## src/rtl/seg_pkg.sv

```systemverilog
// Shared 7-segment definitions: glyph patterns (a..g, bit0 = a) and the decoded result type.
// Used by both the encoder and the capture decoder so the two cannot drift apart.
package seg_pkg;

    localparam int unsigned SEG_W = 7;
    localparam int unsigned DIG_W = 4;

    localparam logic [SEG_W-1:0] GLYPH_0 = 7'h3F;
    localparam logic [SEG_W-1:0] GLYPH_1 = 7'h06;
    localparam logic [SEG_W-1:0] GLYPH_2 = 7'h5B;
    localparam logic [SEG_W-1:0] GLYPH_3 = 7'h4F;
    localparam logic [SEG_W-1:0] GLYPH_4 = 7'h66;
    localparam logic [SEG_W-1:0] GLYPH_5 = 7'h6D;
    localparam logic [SEG_W-1:0] GLYPH_6 = 7'h7D;
    localparam logic [SEG_W-1:0] GLYPH_7 = 7'h07;
    localparam logic [SEG_W-1:0] GLYPH_8 = 7'h7F;
    localparam logic [SEG_W-1:0] GLYPH_9 = 7'h6F;
    localparam logic [SEG_W-1:0] GLYPH_A = 7'h77;
    localparam logic [SEG_W-1:0] GLYPH_B = 7'h7C;
    localparam logic [SEG_W-1:0] GLYPH_C = 7'h39;
    localparam logic [SEG_W-1:0] GLYPH_D = 7'h5E;
    localparam logic [SEG_W-1:0] GLYPH_E = 7'h79;
    localparam logic [SEG_W-1:0] GLYPH_F = 7'h71;

    typedef struct packed {
        logic             valid;
        logic [DIG_W-1:0] value;
    } seg_dec_t;

endpackage

```

## src/rtl/seg_pattern_decode.sv

```systemverilog
// Combinational 7-segment pattern -> {valid, value} decoder (exact match only).
// SEG_CAPT_HEX_EN: when defined, the A..F glyphs also decode as 0xA..0xF.
module seg_pattern_decode
    import seg_pkg::*;
(
    input  logic [SEG_W-1:0] i_pat,
    output seg_dec_t         o_dec
);

    always_comb begin
        o_dec = '{valid: 1'b0, value: '0};
        case (i_pat)
            GLYPH_0: o_dec = '{valid: 1'b1, value: 4'h0};
            GLYPH_1: o_dec = '{valid: 1'b1, value: 4'h1};
            GLYPH_2: o_dec = '{valid: 1'b1, value: 4'h2};
            GLYPH_3: o_dec = '{valid: 1'b1, value: 4'h3};
            GLYPH_4: o_dec = '{valid: 1'b1, value: 4'h4};
            GLYPH_5: o_dec = '{valid: 1'b1, value: 4'h5};
            GLYPH_6: o_dec = '{valid: 1'b1, value: 4'h6};
            GLYPH_7: o_dec = '{valid: 1'b1, value: 4'h7};
            GLYPH_8: o_dec = '{valid: 1'b1, value: 4'h8};
            GLYPH_9: o_dec = '{valid: 1'b1, value: 4'h9};
`ifdef SEG_CAPT_HEX_EN
            GLYPH_A: o_dec = '{valid: 1'b1, value: 4'hA};
            GLYPH_B: o_dec = '{valid: 1'b1, value: 4'hB};
            GLYPH_C: o_dec = '{valid: 1'b1, value: 4'hC};
            GLYPH_D: o_dec = '{valid: 1'b1, value: 4'hD};
            GLYPH_E: o_dec = '{valid: 1'b1, value: 4'hE};
            GLYPH_F: o_dec = '{valid: 1'b1, value: 4'hF};
`endif
            default: o_dec = '{valid: 1'b0, value: '0};
        endcase
    end

endmodule

```

## src/rtl/seg_capture_decoder.sv

```systemverilog
// Snoops a multiplexed 7-segment bus, decodes each digit and commits it after STABLE_CNT
// identical scans. SEG_CAPT_HEX_EN (see seg_pattern_decode) enables hex glyph decoding.
module seg_capture_decoder
    import seg_pkg::*;
#(
    parameter int unsigned NDIG           = 4,
    parameter int unsigned STABLE_CNT     = 3,
    parameter int unsigned SEG_ACTIVE_LOW = 0
) (
    input  logic                  clk,
    input  logic                  rst,
    input  logic [7:0]            seg,
    input  logic [NDIG-1:0]       an,
    input  logic                  err_clr,
    output logic [DIG_W*NDIG-1:0] digits,
    output logic                  upd,
    output logic                  err
);

    localparam logic [DIG_W-1:0] StableMax = DIG_W'(STABLE_CNT);

    logic [NDIG-1:0]  r_s1_an;
    logic [NDIG-1:0]  r_s2_an;
    logic [SEG_W-1:0] r_s1_seg;
    logic [SEG_W-1:0] r_s2_seg;
    logic             r_upd;
    logic             r_err;

    logic             w_unused_dp;
    logic             w_s2_onehot;
    logic             w_slot_end;
    logic [SEG_W-1:0] w_pat;
    seg_dec_t         w_dec;
    logic [NDIG-1:0]  w_commit;
    logic [NDIG-1:0]  w_inval;

    assign w_unused_dp = seg[7];

    always_ff @(posedge clk) begin
        if (rst) begin
            r_s1_an  <= '0;
            r_s2_an  <= '0;
            r_s1_seg <= '0;
            r_s2_seg <= '0;
        end else begin
            r_s1_an  <= an;
            r_s2_an  <= r_s1_an;
            r_s1_seg <= seg[SEG_W-1:0];
            r_s2_seg <= r_s1_seg;
        end
    end

    // A slot is observed once, on the cycle its anode pattern is about to be replaced.
    assign w_s2_onehot = (r_s2_an != '0) && ((r_s2_an & (r_s2_an - NDIG'(1))) == '0);
    assign w_slot_end  = (r_s1_an != r_s2_an);
    assign w_pat       = (SEG_ACTIVE_LOW != 0) ? ~r_s2_seg : r_s2_seg;

    seg_pattern_decode u_decode (
        .i_pat (w_pat),
        .o_dec (w_dec)
    );

    for (genvar d = 0; d < NDIG; d++) begin : g_dig
        logic [DIG_W-1:0] r_cand;
        logic [DIG_W-1:0] r_cnt;
        logic [DIG_W-1:0] r_dig;
        logic             w_obs;
        logic [DIG_W-1:0] w_cand_d;
        logic [DIG_W-1:0] w_cnt_d;

        assign w_obs = w_s2_onehot && w_slot_end && r_s2_an[d];

        always_comb begin
            w_cand_d = r_cand;
            w_cnt_d  = r_cnt;
            if (w_obs) begin
                if (w_dec.valid) begin
                    if ((w_dec.value == r_cand) && (r_cnt != '0)) begin
                        w_cnt_d = (r_cnt >= StableMax) ? StableMax : r_cnt + DIG_W'(1);
                    end else begin
                        w_cand_d = w_dec.value;
                        w_cnt_d  = DIG_W'(1);
                    end
                end else begin
                    w_cnt_d = '0;
                end
            end
        end

        // Saturated repeats of the committed value do not re-commit.
        assign w_commit[d] = w_obs && w_dec.valid && (w_cnt_d == StableMax) && (w_cand_d != r_dig);
        assign w_inval[d]  = w_obs && !w_dec.valid;

        always_ff @(posedge clk) begin
            if (rst) begin
                r_cand <= '0;
                r_cnt  <= '0;
                r_dig  <= '0;
            end else begin
                r_cand <= w_cand_d;
                r_cnt  <= w_cnt_d;
                if (w_commit[d]) begin
                    r_dig <= w_cand_d;
                end
            end
        end

        assign digits[DIG_W*d +: DIG_W] = r_dig;
    end

    // Setting wins over a simultaneous clear.
    always_ff @(posedge clk) begin
        if (rst) begin
            r_upd <= 1'b0;
            r_err <= 1'b0;
        end else begin
            r_upd <= |w_commit;
            if (|w_inval) begin
                r_err <= 1'b1;
            end else if (err_clr) begin
                r_err <= 1'b0;
            end
        end
    end

    assign upd = r_upd;
    assign err = r_err;

endmodule

```

## config.mk

```make
export PLATFORM = sky130hd
export DESIGN_NAME = seg_capture_decoder
export DESIGN_NICKNAME = d
export VERILOG_FILES = /design/src/rtl/seg_pkg.sv /design/src/rtl/seg_pattern_decode.sv /design/src/rtl/seg_capture_decoder.sv
export SDC_FILE = /design/constraint.sdc
export NUM_CORES = 1
export LEC_CHECK = 0
export BUFFER_PORTS_ARGS = -buffer_cell sky130_fd_sc_hd__clkbuf_2
export CAP_MARGIN = 20
export CORE_MARGIN = 2
export CORE_UTILIZATION = 30
export CTS_CLUSTER_DIAMETER = 100
export DETAILED_ROUTE_END_ITERATION = 8
export GPL_TIMING_DRIVEN = 0
export PLACE_DENSITY_LB_ADDON = 0.05
export SYNTH_ARGS = -nofsm -noshare
export SYNTH_HDL_FRONTEND = slang
export SYNTH_HIERARCHICAL = 1
export SYNTH_SLANG_ARGS = --single-unit
```

## constraint.sdc

```tcl
create_clock -name clk -period 2.95 [get_ports clk]
set_input_delay 0.59 -clock clk [delete_from_list [all_inputs] [get_ports clk]]
set_output_delay 0.59 -clock clk [all_outputs]
set_load 0.03 [all_outputs]
```

=== After elaboration in Yosys (flattened, before gate mapping) ===
Index checks and enable logic that the tools add are counted.

* Add/sub/neg operators: 5
* $lt $le $gt $ge: 4
* Equality and inequality tests: 23
* Multiplexer cells: 31
* Bitwise operators: 1
* Reductions and logical operators: 36

{| class="wikitable"
|+ Operators with widths
! operator !! number
|-
| two-way mux 4 bit || 28
|-
| case mux 5 bit (10 select lines) || 1
|-
| == test 7 bit (second input constant) || 7
|-
| logical AND 1 bit || 26
|-
| != test 4 bit || 5
|-
| nonzero test 4 bit || 5
|-
| adder 4 x 1 -> 4 bit (second input constant) || 4
|-
| == test 4 x 2 -> 1 bit (second input constant) || 4
|-
| == test 4 bit || 4
|-
| >= comparator 4 x 2 -> 1 bit (second input constant) || 4
|-
| == test 7 x 3 -> 1 bit (second input constant) || 2
|-
| OR reduction 4 bit || 2
|-
| == test 7 x 6 -> 1 bit (second input constant) || 1
|-
| AND 4 bit || 1
|-
| zero test 4 bit || 1
|-
| subtractor 4 x 1 -> 4 bit (second input constant) || 1
|-
| two-way mux 1 bit || 2
|-
| nonzero test 2 bit || 1
|-
| zero test 1 bit || 1
|}

* Register bits after elaboration: 72
* Bits of input ports: 15
* Output and inout port bits: 18
* Logic and storage cells: 118

=== Logic depth before layout (Yosys ltp) ===
Gate-level depths: netlist (run 1).

* Word-level depth: 11
* Depth in mapped cells: 13
* Depth with buffers taken out: 11

=== Cells and area by module ===
Netlist (run 1), hierarchy kept.

{| class="wikitable"
|+ By module, submodules not included
! module !! instances !! cells an instance !! area each (µm²) !! sequential area each (µm²)
|-
| seg_capture_decoder || 1 || 382 || 3478.3 || 1441.4
|-
| seg_pattern_decode || 1 || 30 || 219.0 || 0.0
|}

=== Worst setup path after synthesis (run 1) ===
Ideal clock, no wire load.

* Kind: reg-to-reg
* Start point: reg r_s2_seg[5]
* End point: reg g_dig[3].r_dig[0]
* Library setup time: 123 ps
* Arrival time: 2932 ps
* Data required time: 2827 ps
* Path slack: -105 ps
* Cell stages (with the launch flop): 14
* Buffers on the path: 2
* Period minus slack after synthesis: 3055 ps
* Cell sequence: dfxtp_1 buf_6 or4b_4 o22ai_2 a31o_1 buf_2 xor2_1 a21oi_1 a211oi_4 mux2i_1 a21o_1 a21oi_1 nor2b_1 mux2_1

{| class="wikitable"
|+ RTL lines
! what !! RTL line !! RTL
|-
| from (decl) || seg_capture_decoder.sv:25 || <nowiki>logic [SEG_W-1:0] r_s2_seg;</nowiki>
|-
| from (signal assigned) || seg_capture_decoder.sv:49 || <nowiki>r_s2_seg <= r_s1_seg;</nowiki>
|-
| to (signal assigned) || seg_capture_decoder.sv:103 || <nowiki>r_dig <= w_cand_d;</nowiki>
|-
| to (decl) || seg_capture_decoder.sv:66 || <nowiki>logic [DIG_W-1:0] r_dig;</nowiki>
|}

==> results of run 1 <==
[flip-flops by register name, indices dropped and copies added, names as in the netlist]
| register | flops |
|---|---|
| err | 1 |
| g_dig.r_cand | 16 |
| g_dig.r_cnt | 16 |
| g_dig.r_dig | 16 |
| r_s1_an | 4 |
| r_s1_seg | 7 |
| r_s2_an | 4 |
| r_s2_seg | 7 |
| upd | 1 |
[cells by family after synthesis]
family,count (synthesis),synth area share
AO/OA/AOI/OAI,80,0.1672
XOR/XNOR,21,0.05482
adder cells (fa/ha/maj),8,0.02707
buffers and inverters,55,0.06937
flip-flops,72,0.3898
multiplexers,27,0.07513
AND/OR/NAND/NOR,149,0.2166
[worst reg2reg max path, cell delays in order (launching register included)]
cell and delay, ns:
dfxtp_4 0.36, or4b_4 0.54, o22ai_2 0.12, a31o_1 0.21, buf_6 0.18, xnor2_4 0.13, nand3_2 0.10, o211a_4 0.29
mux2i_1 0.13, a221o_1 0.32, o21ai_4 0.28, mux2_4 0.33, nor2_1 0.08
[area by class of cell]
class                      instances  area (um2)
fill                            1245        7166
multi-input combinational        285        2266
sequential                        72        1459
timing repair buffer              61       391.6
clock buffer                      13       280.3
tap                              147       183.9
inverter                          37       146.4
buffer                            16       106.4
clock inverter                     2       12.51
[per-stage QoR]
step,setup TNS [ns],area (um2)
after floorplan,0,3712
after global placement,-6.651,4051
after detailed placement,-6.710,4051
after CTS,-2.521,4659
after global routing,-3.895,4846
final,-1.540,4846
[layout by cell type, fill, tap and decap left out, types with 4 or more instances in the layout]
cell type  count
clkbuf_16      9
dfxtp_4        4
mux2i_1       15
clkbuf_8       4
clkbuf_1       7
nor2_1        44
nand2_1       17
buf_4         30
nand3_1        9
o22ai_1        8
nor3_1         8
dfxtp_1       66
and3_1         9
xor2_1        10
o21ai_0        6
nor2b_1       24
nand4_1        4
inv_1         36
clkbuf_2      32
ha_1           8
and2_1         9
a21oi_1       16
mux2_4         6
xnor2_1        8
buf_6          7
[metal layers]
layer / GRT usage / up-vias
li1: - / 1577
met1: 0.2117 / 1414
met2: 0.2408 / 46
met3: 0.02688 / 14
met4: 0.06908 / 0
met5: 0 / -
[power breakdown]
group	switching, mW	internal [mW]
registers	0.0129	0.986
logic	0.0625	0.0428
clock network	0.411	0.655
total	0.487	1.68
[what timing repair did]
item,in CTS,in global routing
gates cloned,0,0
setup endpoints to repair,16,17
pin swaps,14,18
resized for setup,32,35
buffers inserted,22,8
[worst max path at each step]
stage                 from  slack (ns)                 to
2_1_floorplan  r_s2_seg[5]        0.01  g_dig[3].r_dig[0]
3_3_place_gp   r_s2_seg[2]       -0.51  g_dig[0].r_dig[1]
3_5_place_dp   r_s2_seg[2]       -0.53  g_dig[0].r_dig[1]
4_1_cts        r_s2_seg[5]       -0.23  g_dig[3].r_dig[2]
5_1_grt        r_s2_seg[6]       -0.32  g_dig[2].r_dig[1]
6_report       r_s2_seg[6]       -0.19  g_dig[2].r_dig[1]
==> impl.org, run 1 <==
** Run status
- Outcome :: complete, but fails checks
- The final reports fail on setup timing.

** Global routing
- Entering global routing, the biggest net connects 12 pins.
- Global-route usage over all layers :: 0.1552
- The number of global-route vias before repair came to 3087.
- The number of antenna violations at the first check in global routing is 0.
- Wire length of the first global-routing pass :: 15.77 mm
- GR Overflow Total :: 0

** Place
- Routability-driven placement finished with a final weighted congestion of 0.7771.
- OpenSTA, run right after detailed placement, puts the worst setup slack at -0.5284 ns.
- During placement, the flow inserted port buffers numbering 31.
- The number of placed instances, taps included, is 590.
- The HPWL after detailed placement is 6.719 mm.

** Clock tree
- Clock latency on the worst-skew pair, taken at its later pin, is 0.34 ns.
- The H-tree was split into 3 levels.
- After clock tree synthesis, the clock-pin slew on the worst setup and hold paths is 0.05 ns.
- Maximum buffer depth of the clock tree :: 2
- Total CTS buffers :: 9
- Clock root buffer master :: clkbuf_16
- TritonCTS built the clock tree.
- # clock sinks :: 72
- Hold repair after CTS inserted 0 buffers.

** Min path
- Path class of the lowest-slack min-delay path :: flip-flop to flip-flop
- Worst hold path endpoint :: r_s2_seg[4]
- Hold depth :: 1
- The worst hold path begins at r_s1_seg[4].

** Synthesis
- The synthesized design contains 72 register bits.
- The mapped netlist covers 3697 um2.
- Top cell type's share of synthesized area :: 0.3898
- Synthesized net count :: 435
- dfxtp_1 takes more of the synthesized area than any other cell.
- Distinct cell type count of the synthesized netlist :: 64
- Mean instance size in the synthesized netlist :: 8.974 um2
- Counting flops with an async set or reset pin after synthesis yields a share of 0.
- Among all flip-flop cells after synthesis, the most frequent one is dfxtp_1.
- By area the synthesized netlist is led by dfxtp_1, mux2i_1, nor2_1, nor2b_1, inv_1.
- Cell with the most instances after synthesis :: dfxtp_1
- The commonest cells after synthesis are dfxtp_1, nor2_1, inv_1.
- Total number of yosys warnings :: 6
- Fraction of the yosys area taken by sequential cells :: 0.3898
- Synthesis produced 412 cells.
- EDFF count, synth :: 0

** Critical path
- Along the worst path, the maximum fanout reaches 7.
- Crit-path leading delay family :: compound AO/OA/AOI/OAI gates
- FF-to-FF Start :: r_s2_seg[6]
- Required time worst endpoint :: 3.22 ns
- Kind of start point of the critical path :: flip-flop
- Highest-delay cell along the critical path :: or4b_4
- Counting buffers and inverters, the worst setup path is 12 cells deep.
- Data arrives at the worst endpoint at 3.41 ns.
- The number of buffers and inverters on the critical path is 1.
- In this run the critical register-to-register path is captured at g_dig[2].r_dig[1].
- The worst setup path is of the flip-flop to flip-flop kind.
- In this design, the stage delay of the slowest critical-path cell is 0.54 ns.
- The signal on the critical path passes through or4b_4 -> o22ai_2 -> a31o_1 -> buf_6 -> xnor2_4 -> nand3_2 -> o211a_4 -> mux2i_1 -> a221o_1 -> o21ai_4 -> mux2_4 -> nor2_1.
- Endpoint class of the critical path :: flip-flop
- Worst reg-to-reg path cell count :: 12
- Reg2Reg Setup Slack :: -0.19 ns

** STA
- Across the routed clock network, the largest skew measured is 0.005670 ns.
- Total count of hold-check failures in the final report :: 0
- Transition time at the pin with the least slew margin :: 0.6768 ns
- In this run the tightest slew margin relative to its limit is 0.5488.
- Count of pins over their slew limit :: 0
- Final hold analysis gives a worst-case slack of 0.4333 ns.
- In the finished design, the share of the clock period the worst path needs comes to 1.065.
- RSZ-0062 raised after global routing :: yes
- Setup WS post-layout :: -0.1922 ns
- Subtracting the final worst setup slack from the clock period gives 3.142 ns.
- F_max :: 318.3 MHz
- Setup violations, final :: 16

** Final layout
- Final std cells w/o fill :: 633
- Antenna Cells :: 0
- # nets final :: 505
- Layout Area Growth over Synthesis :: 31.07%
- In the final layout, the share of cells above drive strength 1 is 0.3045.
- Share of the core filled with cells :: 0.4034

** Floorplanning
- The core region is 12010 um2.
- Die Span Y :: 115.0 um
- From left edge to right edge, the die measures 115.0 um.
- Number of I/O pins :: 33
- For this configuration, the core starts out at a cell density of 0.3078.
- The die covers 13230 um2.
- Row generation in the floorplan step produced 40 rows.

** Detailed routing
- Post-DR vias/cell :: 4.820
- Pre-Repair DR Iteration Count :: 4
- For this run, design rule violations remaining after detail routing come to 0.
- After the first detailed-routing iteration, the DRC count stood at 104.
- Sum of routed wire length over all layers :: 9.539 mm
- The detailed router used layers up to and including met4.
- After detailed routing, the met3 layer carries 252 um of wire.
- Detailed routing placed a total of 4.115 mm of wire on met2.
- Routed metal-1 wire length :: 4.990 mm
- The detailed router placed 3051 vias in this run.
- Detail Route Antenna Nets :: 0
- Dividing the detail-routed wire length by the instance count gives 15.07 um.

** Power
- Power, Total :: 2.171 mW
- Summed over all cells, the static leakage comes to 1.863 nW.
- VDD IR-drop max :: 0.0002703 V
- PwrDens :: 447.9 nW/um2

** Flow run
- Maxcap violations :: 0
(Power assumes the default switching activity.)
==> run 2: changes to the inputs <==
--- a/config.mk
+++ b/config.mk
@@ -8,10 +8,10 @@
 export BUFFER_PORTS_ARGS = -buffer_cell sky130_fd_sc_hd__clkbuf_2
 export CAP_MARGIN = 20
 export CORE_MARGIN = 2
-export CORE_UTILIZATION = 30
+export CORE_UTILIZATION = 54
 export CTS_CLUSTER_DIAMETER = 100
 export DETAILED_ROUTE_END_ITERATION = 8
-export GPL_TIMING_DRIVEN = 0
+export GPL_TIMING_DRIVEN = 1
 export PLACE_DENSITY_LB_ADDON = 0.05
 export SYNTH_ARGS = -nofsm -noshare
 export SYNTH_HDL_FRONTEND = slang
==> run 2 against run 1 <==
The flow still finishes with violations (setup timing). Die area is 43% lower. Total power is 9.2% lower. Register-to-register slack better by 0.11 ns. Routed wire length is 8.3% lower. Final cell count is 7.3% lower. First-iteration DRC count is 37% higher. Critical endpoint is now g_dig[2].r_dig[2]. Largest cell class unchanged.
==> impl.org, run 2 (synthesis results as in run 1) <==
** Final layout
- The repair_antennas step left the layout with diodes totalling 0.
- Layout Area Growth over Synthesis :: 30.42%
- In the final layout, the share of cells above drive strength 1 is 0.3373.
- The largest registers in the layout are g_dig.r_cand: 16 flops, g_dig.r_cnt: 16 flops, g_dig.r_dig: 16 flops.
- Commonest non-fill, non-tap cell in the layout :: dfxtp_1
- Once layout is complete, the cells apart from fillers number 587.
- After routing the design area is 4822 um2.
- Commonest cells after routing, fill and taps aside :: dfxtp_1, buf_4, nor2_1
- At the end of the flow the core is filled with cells to 0.7177.
- # nets final :: 526

** Global routing
- Antenna violations before repair :: 0
- Met1 routing resource usage after global routing :: 0.3090
- In the global route stage, overall resource usage came out at 0.2344.
- GR Overflow Total :: 0
- Global routing met2 resource utilization :: 0.3762
- The first global-routing pass estimated 13.76 mm of wire.
- The number of global-route vias before repair was 2920.
- Met3 GRT Util :: 0.04857
- Most crowded layer after global routing :: met2
- Entering global routing, the biggest net connects 32 pins.

** Clock tree
- For this design, the CTS-stage hold fixing added 0 buffers.
- The longest clock path from root to sink contains 2 buffers.
- After clock tree synthesis, the clock-pin slew on the worst setup and hold paths is 0.07 ns.
- For this design, the sink count on the clock tree is 72.
- Clock root buffer master :: clkbuf_8
- Clock tree from TritonCTS :: built
- For the worst-skew pair, the clock arrives at the later sink with an insertion delay of 0.35 ns.
- The number of clock buffers added by TritonCTS is 9.
- Number of H-tree levels :: 3

** Detailed routing
- The final route contains 3232 vias.
- In the routed design, unresolved DRC markers number 0.
- The count of nets left with antenna violations once routing finished came out at 0.
- Pre-Repair DR Iteration Count :: 4
- Sum of routed wire length over all layers :: 8.746 mm
- After detailed routing, the number of vias per cell comes to 5.506.
- DRC marker count from the first detailed-route iteration :: 142
- After detailed routing, the average wire length per cell comes to 14.90 um.

** Floorplanning
- Overall die area :: 7525 um2
- In this run the standard cell core region covers 6719 um2.
- Die Span Y :: 86.75 um
- The initial utilization of the core area, before any placement, comes to 0.5503.
- Standard-cell rows :: 30
- Die Width :: 86.75 um
- During I/O placement, the number of pins put on the boundary was 33.

** STA
- Setup WS post-layout :: -0.08189 ns
- Crit share post-route :: 1.028
- Post-route worst hold slack :: 0.4382 ns
- Transition time at the pin with the least slew margin :: 0.5107 ns
- Total count of hold-check failures in the final report :: 0
- Subtracting the final worst setup slack from the clock period gives 3.032 ns.
- Derived from the worst setup path, the maximum achievable clock frequency is 329.8 MHz.
- In this run the tightest slew margin relative to its limit is 0.6590.
- Count of pins over their slew limit :: 0
- Setup violations remaining at the end of the flow were counted as 8.
- Final setup skew :: 0.01164 ns
- Setup repair after global routing could not meet its margin everywhere.

** Min path
- The worst hold path belongs to the class flip-flop to flip-flop.
- The worst hold path begins at r_s1_seg[2].

** Run status
- The run finished, with violations left.
- Failing checks :: setup timing

** Power
- Summed over all cells, the static leakage comes to 1.940 nW.
- Power spread over the standard cell area amounts to 408.7 nW/um2.
- IR analysis of the VDD net gives a maximum drop of 0.0003544 V.

** Critical path
- The worst register-to-register path begins at r_s2_seg[6].
- List of cells traversed by the critical path :: buf_4 -> and3b_2 -> o21ai_1 -> nand2_2 -> buf_4 -> buf_4 -> inv_1 -> o22ai_1 -> a222oi_1 -> mux2i_1 -> a221o_1 -> o21ai_2 -> buf_6 -> mux2_4 -> nor2_2
- Buffers & Inverters on Critical Path :: 5
- Required time worst endpoint :: 3.23 ns
- Data arrives at the worst endpoint at 3.31 ns.
- Crit-path most repeated cell :: buf_4
- In this run the worst setup path begins at r_s2_seg[6].
- The largest single stage delay on the critical path is 0.34 ns.
- The setup check on the worst reg-to-reg path leaves a slack of -0.08 ns.
- The slowest stage of the critical path is the dfxtp_2 cell.
- Category of the most critical setup path :: flip-flop to flip-flop
- On the critical path the largest part of the delay comes from compound AO/OA/AOI/OAI gates.
- Worst Path Max Fanout :: 4
- Kind of start point of the critical path :: flip-flop
- STA classifies the critical path endpoint as a flip-flop.

** Place
- Worst setup timing slack at the placement stage :: -0.1303 ns
- During placement, the flow inserted port buffers numbering 31.
- Including well taps, the total number of placed cells is 555.
- Placement-stage cell area :: 4272 um2
- Routability congestion estimate from global placement :: 0.8860
- The wire-length estimate of the detail-placed layout is 5.818 mm.

** Flow run
- Max-cap violations in this run came to 0.
[run 2: cell count changes in the layout (fill, tap and decap cells not counted), sizes merged]
cell	delta
clkbuf	-12
bufinv	+2
clkinv	+1
buf	+30
[run 2: per-layer routing]
metal,wire (um),part of all wire,vias to the layer above
met5,0,0,-
met4,198,0.023,0
met3,347,0.040,16
met2,4122,0.47,83
met1,4079,0.47,1529
li1,-,-,1604
[run 2: stage by stage]
stage	power [mW]	TNS, ns
final	1.971	-0.4346
after global routing	2.038	-2.264
after global placement	1.117	-0.9194
after floorplan	1.086	0
after detailed placement	1.119	-1.141
after CTS	1.982	-0.6695
[run 2: where the power goes]
part | internal, mW | switching, mW
registers | 0.987 | 0.0139
clock network | 0.494 | 0.373
logic | 0.0454 | 0.0569
total | 1.53 | 0.444
[run 2: final cells by class]
class	instances	area [um2]
fillers	519	1897
multi-input cells	285	2202
clock buffers	10	137.6
repair buffers	98	706.9
flip-flops and latches	72	1448
clock inverters	5	81.33
inverters	37	146.4
well taps	80	100.1
[run 2: path summary, 6_finish.rpt]
path                                     endpoint  cells after the start
worst max-delay path            g_dig[2].r_dig[2]                     15
worst min-delay path                  r_s2_seg[2]                      1
worst max register to register  g_dig[2].r_dig[2]                     15
worst min register to register        r_s2_seg[2]                      1
[run 2: timing repair]
item,CTS,global route
setup endpoints to repair,12,16
pin swaps,14,17
buffers inserted,11,6
resized for setup,16,28
==> run 3: changes to the inputs <==
--- a/config.mk
+++ b/config.mk
@@ -17,3 +17,4 @@
 export SYNTH_HDL_FRONTEND = slang
 export SYNTH_HIERARCHICAL = 1
 export SYNTH_SLANG_ARGS = --single-unit
+export TNS_END_PERCENT = 30
==> run 3 against run 2 <==
The run still ends with setup timing left. Final area decreased by 1.9%. Register-to-register slack about the same. Total power about the same. Maximum frequency about the same. Final cell count shrank 1.0%. Critical path depth is 2 lower. Clock power about the same. Routed wire length is 3.2% lower. Global-route usage decreased by 0.32 points. Utilization decreased by 1.4 points. First-iteration DRC count shrank 19%. Sequential share of layout area increased by 0.60 points. Critical path type unchanged. Largest cell class unchanged. Largest power group unchanged.
==> impl.org, run 3 (synthesis results as in run 1) <==
** Critical path
- List of cells traversed by the critical path :: or4b_4 -> o22ai_2 -> a31o_1 -> buf_12 -> xnor2_2 -> nand3_2 -> o211a_4 -> mux2i_2 -> a22o_1 -> o21ai_2 -> buf_6 -> mux2_4 -> nor2_2
- Category of the most critical setup path :: flip-flop to flip-flop
- Required time worst endpoint :: 3.23 ns
- Crit-path leading delay family :: compound AO/OA/AOI/OAI gates
- Worst Path Max Fanout :: 6
- Highest-delay cell along the critical path :: or4b_4
- Buffers & Inverters on Critical Path :: 2
- Endpoint class of the critical path :: flip-flop
- CP max stage delay :: 0.55 ns
- At the worst endpoint, the arrival time is 3.31 ns.
- Kind of start point of the critical path :: flip-flop

** Place
- Number of cells in the design after placement :: 555
- Routability congestion estimate from global placement :: 0.8860
- Worst setup timing slack at the placement stage :: -0.1303 ns
- Number of input and output port buffers inserted :: 31
- Placement-stage cell area :: 4272 um2
- Half-perimeter wire length of the detailed placement result :: 5.818 mm

** STA
- Of the available clock period, the critical path in the final layout requires 1.028.
- Post-layout min period :: 3.033 ns
- Transition time at the pin with the least slew margin :: 0.5109 ns
- Setup repair after global routing could not meet its margin everywhere.
- Worst max-slew margin expressed relative to the limit :: 0.6589
- Setup violations, final :: 11
- Setup WS post-layout :: -0.08347 ns
- Total count of hold-check failures in the final report :: 0
- Count of pins over their slew limit :: 0
- Final setup skew :: 0.01186 ns
- F_max :: 329.7 MHz

** Floorplanning
- The die is 86.75 um tall.
- In this run the core area contains 30 standard-cell rows.
- Die Width :: 86.75 um
- The core region is 6719 um2.
- The initial utilization of the core area, before any placement, comes to 0.5503.
- 33 I/O pins were placed.
- The die covers 7525 um2.

** Clock tree
- Clock root buffer master :: clkbuf_8
- After clock tree synthesis, the clock-pin slew on the worst setup and hold paths is 0.07 ns.
- Buffers inserted to repair hold after CTS numbered 0.
- The clock drives 72 sinks.
- In this run, CTS created clock tree buffers numbering 9.
- Maximum buffer depth of the clock tree :: 2
- Clock tree from TritonCTS :: built
- The later pin in the worst-skew pair is clocked with a latency of 0.35 ns.
- The H-tree was split into 3 levels.

** Min path
- In this run the worst hold path is classified as flip-flop to flip-flop.

** Power
- Power spread over the standard cell area amounts to 416.6 nW/um2.
- The share of total power dissipated in combinational logic is 0.051.
- Cell internal power was estimated by the tool at 1.527 mW.
- Fraction of power consumed by the clock network :: 0.440
- The design draws 1.970 mW.
- The share of total power dissipated in sequential elements is 0.508.
- Power dissipated by switching net loads :: 443.2 uW
- For this design the static power due to leakage is 1.918 nW.
- Across the VDD grid, the largest voltage drop is 0.0003545 V.
- Of the total power, the share spent switching nets is 0.2250.

** Final layout
- 0 antenna diodes ended up in the layout.
- Of the cells placed in the final design, the portion with a size suffix greater than 1 is 0.3094.
- The largest registers in the layout are g_dig.r_cand: 16 flops, g_dig.r_cnt: 16 flops, g_dig.r_dig: 16 flops.
- With fillers left out, the area of the finished cells amounts to 4728 um2.
- Layout Area Growth over Synthesis :: 27.88%
- Fillers :: 538
- # nets final :: 520
- Leaving out fill and tap cells, the most frequent cell in the layout is dfxtp_1.
- The library cells used most frequently in the layout, excluding fill and tap cells, are dfxtp_1, buf_4, nor2_1.
- Final std cells w/o fill :: 581

** Detailed routing
- WL/cell :: 14.58 um
- For this block, the routed nets add up to 8.469 mm of wire.
- Number of remaining DRC errors :: 0
- DRC marker count from the first detailed-route iteration :: 115
- The first TritonRoute pass finished after 5 iterations.
- Summing over every cut layer, the via total after detailed routing is 3191.
- In the routed layout, each cell is associated on average with a via count of 5.492.
- The detail route stage leaves a number of antenna-violating nets equal to 0.

** Flow run
- Across the run, the number of max-cap violations was 0.

** Global routing
- The number of antenna violations at the first check in global routing was 0.
- Entering global routing, the biggest net connects 32 pins.
- The number of global-route vias before repair came to 2904.
- For this run the aggregate overflow at the end of global routing stands at 0.
- The first global-routing pass estimated 13.57 mm of wire.
- Global-route usage over all layers :: 0.2312

** Run status
- Outcome :: complete, but fails checks
- Failing checks :: setup timing
-- run 3: final timing paths --
path                             startpoint           endpoint  slack [ns]  depth (start not counted)
worst min-delay path            r_s1_seg[2]        r_s2_seg[2]        0.44                          1
worst min register to register  r_s1_seg[2]        r_s2_seg[2]        0.44                          1
worst max register to register  r_s2_seg[3]  g_dig[2].r_dig[2]       -0.08                         13
worst max-delay path            r_s2_seg[3]  g_dig[2].r_dig[2]       -0.08                         13
-- run 3: area by class of cell --
cell class	instances	area (um2)	area share
tap	80	100.1	0.02117
clock inverter	5	81.33	0.01720
inverter	37	146.4	0.03096
clock buffer	10	137.6	0.02911
timing repair buffer	92	661.9	0.1400
sequential	72	1448	0.3062
multi-input combinational	285	2153	0.4554
-- run 3: what timing repair did --
item | 4_1_cts | 5_1_grt
endpoints found under the setup margin | 12 | 16
gates resized for setup | 16 | 18
cloned | 0 | 0
buffers inserted | 8 | 3
pin swaps | 13 | 15
-- run 3: metal layers --
| layer | routed length [um] | global-route usage |
|---|---|---|
| met1 | 4003 | 0.3047 |
| met2 | 4025 | 0.3699 |
| met5 | 0 | 0 |
| met4 | 144 | 0.09233 |
| met3 | 295 | 0.04857 |
-- run 3: stage by stage --
| step | utilization | TNS [ns] | hold WS [ns] |
|---|---|---|---|
| floorplan | - | 0 | 0.4138 |
| global placement | 0.6358 | -0.9194 | 0.4159 |
| detailed placement | 0.6358 | -1.141 | 0.4246 |
| CTS | 0.6881 | -0.7285 | 0.4389 |
| global route | 0.7037 | -2.385 | 0.4532 |
| finish | 0.7037 | -0.5025 | 0.4382 |
-- run 3: power by group through the flow --
stage	combinational [mW]	sequential [mW]	clock, mW
after floorplan	0.0656	1.02	0
after CTS	0.0978	1.00	0.883
final	0.101	1.00	0.867
after global placement	0.0940	1.02	0
after detailed placement	0.0959	1.02	0
after global routing	0.113	1.00	0.924
